`config.mk`:
```
export PLATFORM = sky130hd
export DESIGN_NAME = bytebeat_pwm_dac
export DESIGN_NICKNAME = d
export VERILOG_FILES = /design/src/rtl/bytebeat_pwm_dac.sv
export SDC_FILE = /design/constraint.sdc
export NUM_CORES = 1
export LEC_CHECK = 0
export CORE_UTILIZATION = 30
export CTS_CLUSTER_SIZE = 28
export DETAILED_ROUTE_END_ITERATION = 12
export SLEW_MARGIN = 10
export SYNTH_ARGS = -nofsm -noshare
export SYNTH_HDL_FRONTEND = slang
export SYNTH_SLANG_ARGS = --single-unit
```
`constraint.sdc`:
```
create_clock -name clk -period 3 [get_ports clk]
set_input_delay 0.6 -clock clk [delete_from_list [all_inputs] [get_ports clk]]
set_output_delay 0.6 -clock clk [all_outputs]
set_load 0.01 [all_outputs]
```
`src/rtl/bytebeat_pwm_dac.sv`:
```
`default_nettype none
// ============================================================================
//  Module   : bytebeat_pwm_dac
//  Purpose  : 8-bit sample to single-bit PWM audio stage. Samples arrive over
//             a valid/ready handshake into a 2-entry FIFO. Each sample plays
//             for FRAMES PWM frames of 256 cycles. A sticky flag records any
//             sample boundary that found the FIFO empty.
//  Revision : 1.0  initial release
// ============================================================================
module bytebeat_pwm_dac #(
   parameter int FRAMES = 4
) (
   input  logic       clk,
   input  logic       rst_n,
   input  logic       ena,
   input  logic [7:0] s_data,
   input  logic       s_valid,
   output logic       s_ready,
   input  logic       clr_underrun,
   output logic       pwm_out,
   output logic [7:0] cur_sample,
   output logic       underrun
);

   // A single frame per sample still needs a 1-bit frame counter.
   localparam int                    c_fcnt_w = (FRAMES > 1) ? $clog2(FRAMES) : 1;
   localparam logic [c_fcnt_w-1:0]   c_flast  = c_fcnt_w'(FRAMES - 1);
   localparam logic [c_fcnt_w-1:0]   c_fone   = c_fcnt_w'(1);
   localparam logic [7:0]            c_mid    = 8'h80;

   logic [7:0]          r_pcnt;
   logic [c_fcnt_w-1:0] r_fcnt;
   logic [7:0]          r_cur;
   logic                r_pwm;
   logic                r_underrun;
   logic [1:0]          r_count;
   logic [7:0]          r_fifo [2];

   logic                w_push;
   logic                w_boundary;
   logic                w_pop;
   logic                w_underrun_set;

   // Ready depends only on registered occupancy, never on a same-cycle pop.
   assign s_ready        = (r_count != 2'd2);
   assign w_push         = s_valid && s_ready;
   assign w_boundary     = ena && (r_pcnt == 8'hFF) && (r_fcnt == c_flast);
   assign w_pop          = w_boundary && (r_count != 2'd0);
   assign w_underrun_set = w_boundary && (r_count == 2'd0);

   assign pwm_out    = r_pwm;
   assign cur_sample = r_cur;
   assign underrun   = r_underrun;

   // PWM position and frame-within-sample counters advance only while enabled.
   always_ff @(posedge clk or negedge rst_n) begin
      if (!rst_n) begin
         r_pcnt <= 8'd0;
         r_fcnt <= '0;
      end else if (ena) begin
         r_pcnt <= r_pcnt + 8'd1;
         if (r_pcnt == 8'hFF) begin
            r_fcnt <= (r_fcnt == c_flast) ? '0 : r_fcnt + c_fone;
         end
      end
   end

   // Two-entry FIFO; head is always entry 0. A push alongside a pop can only
   // happen with one entry held, so the new sample lands directly in the head.
   always_ff @(posedge clk or negedge rst_n) begin
      if (!rst_n) begin
         r_count   <= 2'd0;
         r_fifo[0] <= 8'd0;
         r_fifo[1] <= 8'd0;
      end else begin
         case ({w_push, w_pop})
            2'b10: begin
               r_fifo[r_count[0]] <= s_data;
               r_count            <= r_count + 2'd1;
            end
            2'b01: begin
               r_fifo[0] <= r_fifo[1];
               r_count   <= r_count - 2'd1;
            end
            2'b11: begin
               r_fifo[0] <= s_data;
            end
            default: begin
            end
         endcase
      end
   end

   // Current sample is replaced only by a real pop; an empty boundary holds it.
   always_ff @(posedge clk or negedge rst_n) begin
      if (!rst_n) begin
         r_cur <= c_mid;
      end else if (w_pop) begin
         r_cur <= r_fifo[0];
      end
   end

   // Sticky underrun; a set in the same cycle as a clear takes priority.
   always_ff @(posedge clk or negedge rst_n) begin
      if (!rst_n) begin
         r_underrun <= 1'b0;
      end else if (w_underrun_set) begin
         r_underrun <= 1'b1;
      end else if (clr_underrun) begin
         r_underrun <= 1'b0;
      end
   end

   // Registered PWM compare: high for the first cur_sample cycles of a frame.
   always_ff @(posedge clk or negedge rst_n) begin
      if (!rst_n) begin
         r_pwm <= 1'b0;
      end else begin
         r_pwm <= ena && (r_pcnt < r_cur);
      end
   end

endmodule
`default_nettype wire

```
After elaboration in Yosys (flattened, before gate mapping)
Cells that the tools add are included.

word-level totals
  flip-flop bits (word level) = 38
  input bits = 13
  output and inout bits = 11
  word-level logic and storage cells = 43

operators by class
  add/sub/neg operators = 4
  order comparisons = 3
  eq/ne operators = 6
  muxes and demuxes = 8
  bitwise operators = 1
  reductions and logical operators = 13

operator list
  operator                                            number
  case mux 8 bit (3 select lines)                     1
  bitwise mux 16 bit                                  1
  adder 8 x 1 -> 8 bit, second input constant         1
  demux 8 bit (select 1 bit)                          1
  == test 8 bit, second input constant                1
  < comparator 8 bit                                  1
  2-to-1 mux 8 bit                                    1
  logical AND 1 bit                                   7
  == test 2 bit, second input constant                3
  nonzero test 2 bit                                  3
  adder 2 x 1 -> 2 bit, second input constant         2
  case mux 2 bit (2 select lines)                     1
  nonzero test 3 bit                                  1
  == test 2 x 1 -> 1 bit, second input constant       1
  >= comparator 2 bit, second input constant          1
  zero test 2 bit                                     1
  < comparator 2 x 1 -> 1 bit, second input constant  1
  2-to-1 mux 1 bit                                    2
  2-to-1 mux 2 bit                                    1
  inequality test 2 bit, second input constant        1
  NOT 1 -> 2 bit                                      1
  AND reduction 2 bit                                 1
  subtractor 2 x 1 -> 2 bit, second input constant    1

Logic depth before layout (Yosys ltp)
Gate-level depths: netlist (run 1).

  depth in word-level cells = 7
  mapped depth = 10
  gate-level depth less buffers = 8

Worst setup path after synthesis (run 1)
Ideal clock, no wire load.

  path kind = input to register
  start = input ena
  end = register r_count[1]
  setup time = 0.123 ns
  arrival = 2.482 ns
  required time = 2.877 ns
  setup slack = 0.396 ns
  stages = 10
  path buffers = 3
  path through = buf_6 nand4_4 or4b_4 inv_1 buf_2 ha_1 clkbuf_1 xor2_1 nand2_1 xnor2_1

on the way
  word-level cells in the longest chain between the ends = 5
  elaborated cells between the ends (all ways) = 7
  classes of those cells = eq/ne: 2; mux: 1; reduce/logical: 4

RTL lines
  item                                                                   RTL line  RTL
  start: declaration                                                     15        input logic ena,
  logical AND 1 bit * (2 in series)                                      47        assign w_boundary = ena && (r_pcnt == 8'hFF) && (r_fcnt == c_flast);
  logical AND 1 bit *                                                    48        assign w_pop = w_boundary && (r_count != 2'd0);
  named net w_pop                                                        41        logic w_pop;
  == test 2 x 1 -> 1 bit or == test 2 bit (tied branches)                76        case ({w_push, w_pop})
  case mux 2 bit (2 select lines) or nonzero test 2 bit (tied branches)  -
  end signal: assignment                                                 79        r_count <= r_count + 2'd1;
  end signal: assignment                                                 83        r_count <= r_count - 2'd1;
  end: declaration                                                       36        logic [1:0] r_count;

Mark *: on every way through the listed nets, which the timed path passes. The rest lies on a longest branch.
A chain may end at the register's enable or synchronous reset.

Worst setup path in the final report (run 1)
  start = input ena
  end = register r_fifo[14] (netlist bit)

on the way
  word-level cells in the longest chain between the ends = 5
  elaborated cells between the ends (all ways) = 8
  classes of those cells = eq/ne: 3; mux: 1; reduce/logical: 4

RTL lines
  item                                                                   RTL line  RTL
  logical AND 1 bit * (2 in series)                                      47
  logical AND 1 bit *                                                    48
  == test 2 bit or == test 2 x 1 -> 1 bit (tied branches)                76
  case mux 8 bit (3 select lines) or nonzero test 3 bit (tied branches)  -
  end signal: indexed assignment                                         78        r_fifo[r_count[0]] <= s_data;
  end: declaration                                                       37        logic [7:0] r_fifo [2];

Every way passes the cells marked *; elsewhere a longest branch is shown, timed or not.

==> results of run 1 <==
## stage by stage
| stage | hold WS (ns) | setup WS [ns] | cell area, um^2 | std cells |
|---|---|---|---|---|
| after floorplan | 0.304 | 0.396 | 1980 | 171 |
| after global placement | 0.465 | 0.116 | 2290 | 269 |
| after detailed placement | 0.480 | 0.0720 | 2290 | 269 |
| after CTS | 0.460 | 0.367 | 2380 | 277 |
| after global routing | 0.499 | 0.244 | 2380 | 277 |
| final | 0.430 | 0.385 | 2380 | 277 |
## routing by layer
| metal | track usage [%] | part of all wire (%) | vias to the layer above | routed length (um) |
|---|---|---|---|---|
| li1 | - | - | 663 | - |
| met1 | 16.3 | 52 | 624 | 1900 |
| met2 | 16.2 | 44 | 22 | 1590 |
| met3 | 3.08 | 3.7 | 2 | 133 |
| met4 | 2.82 | 0.41 | 0 | 15 |
| met5 | 0 | 0 | - | 0 |
## Yosys cell counts (all sizes together), types with 2 or more instances
master,number,area (um^2)
nor3,2,15.0
a21o,2,15.0
o21ai,16,80.1
nand2b,2,12.5
nand4,7,58.8
mux2,18,233
nor2,4,15.0
clkbuf,2,7.51
xor2,3,26.3
dfrtp,37,926
nand2,17,63.8
inv,11,41.3
a211oi,2,15.0
nand3b,10,75.1
ha,13,163
a22oi,8,60.1
buf,4,31.3
xnor2,7,61.3
## how the worst max path moves through the flow
stage	depth (start not counted)	start	slack, ns	to
finish	8	ena	0.39	r_fifo[14]
global route	8	ena	0.24	r_fifo[14]
CTS	8	ena	0.37	r_fifo[14]
detailed placement	8	ena	0.07	r_fifo[14]
global placement	8	ena	0.12	r_fifo[11]
floorplan	10	ena	0.40	r_count[1]
## worst max-delay path, stage by stage
cell	delay, ns
clkdlybuf4s50_1	0.53
nand4_4	0.13
or4b_4	0.60
inv_1	0.13
ha_1	0.37
a22oi_1	0.14
o21ai_1	0.17
mux2_4	0.17
## power breakdown
part / leakage [uW] / internal [uW] / switching, uW
Sequential: 0.000447 / 687 / 184
Combinational: 0.000565 / 319 / 188
Clock: 0.0000482 / 186 / 174
## layout make-up
class / instances / area [um^2] / share of cell area (%)
flip-flops and latches: 38 / 952 / 39.9
inverters: 11 / 41.3 / 1.73
multi-input cells: 116 / 947 / 39.7
clock inverters: 1 / 5.00 / 0.210
well taps: 77 / 96.3 / 4.04
repair buffers: 27 / 255 / 10.7
clock buffers: 7 / 86.3 / 3.62
## sequential cells by signal (all words and copies together), names as in the netlist
register    flops
pwm_out         1
underrun        1
r_count         2
cur_sample      8
r_pcnt          8
r_fifo         16
r_fcnt          2
## placed cells by master (no fill, tap or decap), drive strengths merged
master	instances
nand3	1
nand4	7
nand3b	10
nand2	17
a21oi	1
inv	11
buf	5
o21ai	16
a22oi	8
clkinv	1
a211oi	2
a32o	1
mux2	18
clkdlybuf4s50	22
ha	13
nand2b	2
nor2	4
o41ai	1
dfrtp	37
dfstp	1
a21o	2
nor3	2
xor2	3
or4b	1
clkbuf	7
xnor2	7
## cells by family (layout without fill, tap and decap cells)
family,Yosys count,after routing,share of synthesized area (%)
simple gates,44,44,13.1
flops,38,38,48.1
compound gates,31,31,10.4
mux,18,18,11.8
buf+inv,17,46,4.05
fa+ha+maj,13,13,8.22
xor+xnor,10,10,4.43
==> results.toml, run 1 <==
[pwr]
power_uw = 1740
leakage_uw = 0.00106
peakVddDrop_v = 0.000418
power_density_nw_per_um2 = 730

[synth]
seq_area_frac_synth_pct = 48.1
synth_area_um2 = 1980
ys_types = 30
synth_ff_type = "dfrtp_1"
syn_nets = 197
ys_ff_latch = 38
yosysWarnings = 0
synth_edf_count = 0
async_flop_share_pct = 100
synth_cells = 171
avgSynthCellArea_um2 = 11.6

[clock_tree]
clockBufferDepth = 2
cts_hold_buf = 0
cts-root-buf = "clkbuf_8"
post_cts_resized = 0
cts_tree = "done"
cts_setup_buffers = 0
clk_latency_ns = 0.28
cts_buffers = 5
clock-sinks = 38
h-tree-depth = 2
cts.reportedPaths.clkPinSlew_ns = 0.07

[worst_setup_path]
crit_arrival_ns = 2.84
start_kind = "input port"
r2r_start = "r_pcnt[0]"
critPathMaxFanout = 9
crit_required_ns = 3.22
crit_type = "in2reg"
r2r_end = "r_fifo[14]"
cp-end-kind = "flip-flop"
rrSetupSlack_ns = 0.47
reg2reg_depth = 8

[final_layout]
n_fill_cell = 616
nets = 225
area_growth_pct = 20.4
antenna_cells = 0
utilization_pct = 37.5
drive_above_1_share_pct = 17.5

[sta]
fmax_ghz = 0.382
final_min_period_over_clock_period_pct = 87.2
final_max_slew_viol_count = 0
max_slew_margin_pct = 42.2
setup_tns_ns = 0
max_slew.worst_pin.slew_ns = 0.868
rsz0062_at_grt = "no"
finalCriticalPeriod_ns = 2.61
setup_viol = 0
hold_viol_final = 0
fin_skew_ns = 0.00307

[place]
place_hpwl_mm = 2.63
port_buffers = 23
place_congestion = 0.765

[die]
start_util_pct = 31.2
placementRows = 29
coreArea_um2 = 6350
die_w_um = 83.2
ios = 24
die_area_um2 = 6930
die_h_um = 83.2

[detailed_routing]
routed-via-count = 1311
post-route-drc-count = 0
routedWlPerCell_um = 13.1
dr.pass1.iters = 4
drt-total-wl_mm = 3.63
vias_per_cell = 4.73
ant_nets = 0
drt-initial-drc-count = 68

[grt]
track_usage_pct = 11.2
grt.overflow.total = 0
grt_pass1_vias = 1264
antenna_found_initial = 0
grt_max_degree = 39
grt_pass1_wl_mm = 6.22

[hold_path]
hold_class = "in2async"

[status]
status = "finished clean"

[flow_run]
max_cap_violations = 0
(Power assumes the default switching activity.)
==> run 2: changes to the inputs <==
- ABC_CLOCK_PERIOD_IN_PS: unset -> 3000
==> results of run 2 <==
No change in the layout: final DEF, timing and power equal those of run 1.
==> run 3: changes to the inputs <==
- MAX_ROUTING_LAYER: unset -> met4
==> run 3 against run 2 <==
Global-route usage is 0.30 points higher. Die area unchanged. Clock power hardly changed. Utilization stayed put. First-iteration DRC count stayed put. Via count grew 0.69%. Clock-buffer cell count unchanged. Cell area did not move. Critical path depth stayed put. Highest routed layer unchanged.
==> results.toml, run 3 (synthesized netlist as in run 1, its figures left out) <==
[clock_tree]
clk_latency_ns = 0.28
cts.reportedPaths.clkPinSlew_ns = 0.07
clockBufferDepth = 2
post_cts_resized = 0
h-tree-depth = 2
cts_tree = "done"
cts_buffers = 5
cts_setup_buffers = 0
cts_hold_buf = 0
cts-root-buf = "clkbuf_8"
clock-sinks = 38

[detailed_routing]
routedWlPerCell_um = 13.1
routed-via-count = 1320
drt-initial-drc-count = 68
dr.pass1.iters = 4
drt-total-wl_mm = 3.63
post-route-drc-count = 0
vias_per_cell = 4.77
ant_nets = 0

[final_layout]
regMostFlops = "r_fifo"
layout_commonest_cell = "dfrtp_1"
largest_register_ffs = 16
antenna_cells = 0
layout_common_cells = "dfrtp_1, clkdlybuf4s50_1, nand2_1"
area_growth_pct = 20.4
nets = 225
drive_above_1_share_pct = 17.5

[pwr]
peakVddDrop_v = 0.000417
comb_power_share_pct = 29.2
power_density_nw_per_um2 = 729
clockPowerShare_pct = 20.7
power_uw = 1740
seqPwrFrac_pct = 50.1
p_sw_uw = 547
leakage_uw = 0.00106
p_sw_share_pct = 31.4
p_int_uw = 1190

[worst_setup_path]
crit_family = "simple AND/OR/NAND/NOR gates"
critPathMaxFanout = 9
cp-end-kind = "flip-flop"
cp.buffers_inverters = 2
crit_required_ns = 3.22
start_kind = "input port"
crit_arrival_ns = 2.84
slowest_delay_ns = 0.60
crit_type = "in2reg"
cp_cell_sequence = "clkdlybuf4s50_1 > nand4_4 > or4b_4 > inv_1 > ha_1 > a22oi_1 > o21ai_1 > mux2_4"
cp_slowest_cell = "or4b_4"

[place]
port_buffers = 23
place_congestion = 0.775
place_hpwl_mm = 2.63

[die]
coreArea_um2 = 6350
die_w_um = 83.2
ios = 24
start_util_pct = 31.2
placementRows = 29
die_h_um = 83.2
die_area_um2 = 6930

[sta]
setup_tns_ns = 0
hold_viol_final = 0
max_slew_margin_pct = 42.3
fmax_ghz = 0.383
final_min_period_over_clock_period_pct = 87.1
rsz0062_at_grt = "no"
fin_skew_ns = 0.00309
max_slew.worst_pin.slew_ns = 0.866
final_max_slew_viol_count = 0
finalCriticalPeriod_ns = 2.61
setup_viol = 0

[grt]
antenna_found_initial = 0
grt_pass1_vias = 1262
grt_pass1_wl_mm = 6.20
track_usage_pct = 11.5
grt_max_degree = 39
grt.overflow.total = 0

[status]
status = "finished clean"

[hold_path]
hold_class = "in2async"

[flow_run]
max_cap_violations = 0
-- run 3: cell counts in the layout (fill, tap and decap cells not counted) --
No cell type changed its count.
-- run 3: metrics by stage --
step           instances  worst slack, ns  util (%)  instance area, um^2  hold slack (ns)
3_3_place_gp         269            0.116      36.1                 2290            0.465
5_1_grt              277            0.244      37.5                 2380            0.502
4_1_cts              277            0.367      37.5                 2380            0.460
6_report             277            0.386      37.5                 2380            0.428
3_5_place_dp         269           0.0720      36.1                 2290            0.480
2_1_floorplan        171            0.396         -                 1980            0.304
-- run 3: layout make-up --
type                    instances  area, um^2
inverters                      11        41.3
clock inverters                 1        5.00
fillers                       616        3970
clock buffers                   7        86.3
multi-input cells             116         947
repair buffers                 27         255
flip-flops and latches         38         952
well taps                      77        96.3
-- run 3: final timing paths --
kind	from	endpoint	slack, ns	cells after the start
min in group clk	r_fifo[8]	cur_sample[0]	0.49	2
hold / removal	rst_n	cur_sample[4]	0.43	1
hold reg to reg	r_fifo[8]	cur_sample[0]	0.49	2
setup / recovery	ena	r_fifo[14]	0.39	8
setup reg to reg	r_pcnt[0]	r_fifo[14]	0.48	8
max in group asynchronous	rst_n	cur_sample[5]	2.02	1
-- run 3: power groups by stage --
stage / sequential (uW) / combinational, uW / clock, uW
floorplan: 811 / 435 / 0
global placement: 880 / 505 / 0
detailed placement: 880 / 515 / 0
CTS: 870 / 517 / 375
global route: 894 / 562 / 400
finish: 872 / 508 / 359
-- run 3: metal layers --
layer / vias to the layer above / part of all wire, % / wire length [um] / GRT usage [%]
li1: 664 / - / - / -
met1: 632 / 52 / 1900 / 16.2
met2: 22 / 44 / 1580 / 16.2
met3: 2 / 3.6 / 131 / 3.08
met4: 0 / 0.52 / 19 / 2.82
met5: - / 0 / 0 / -
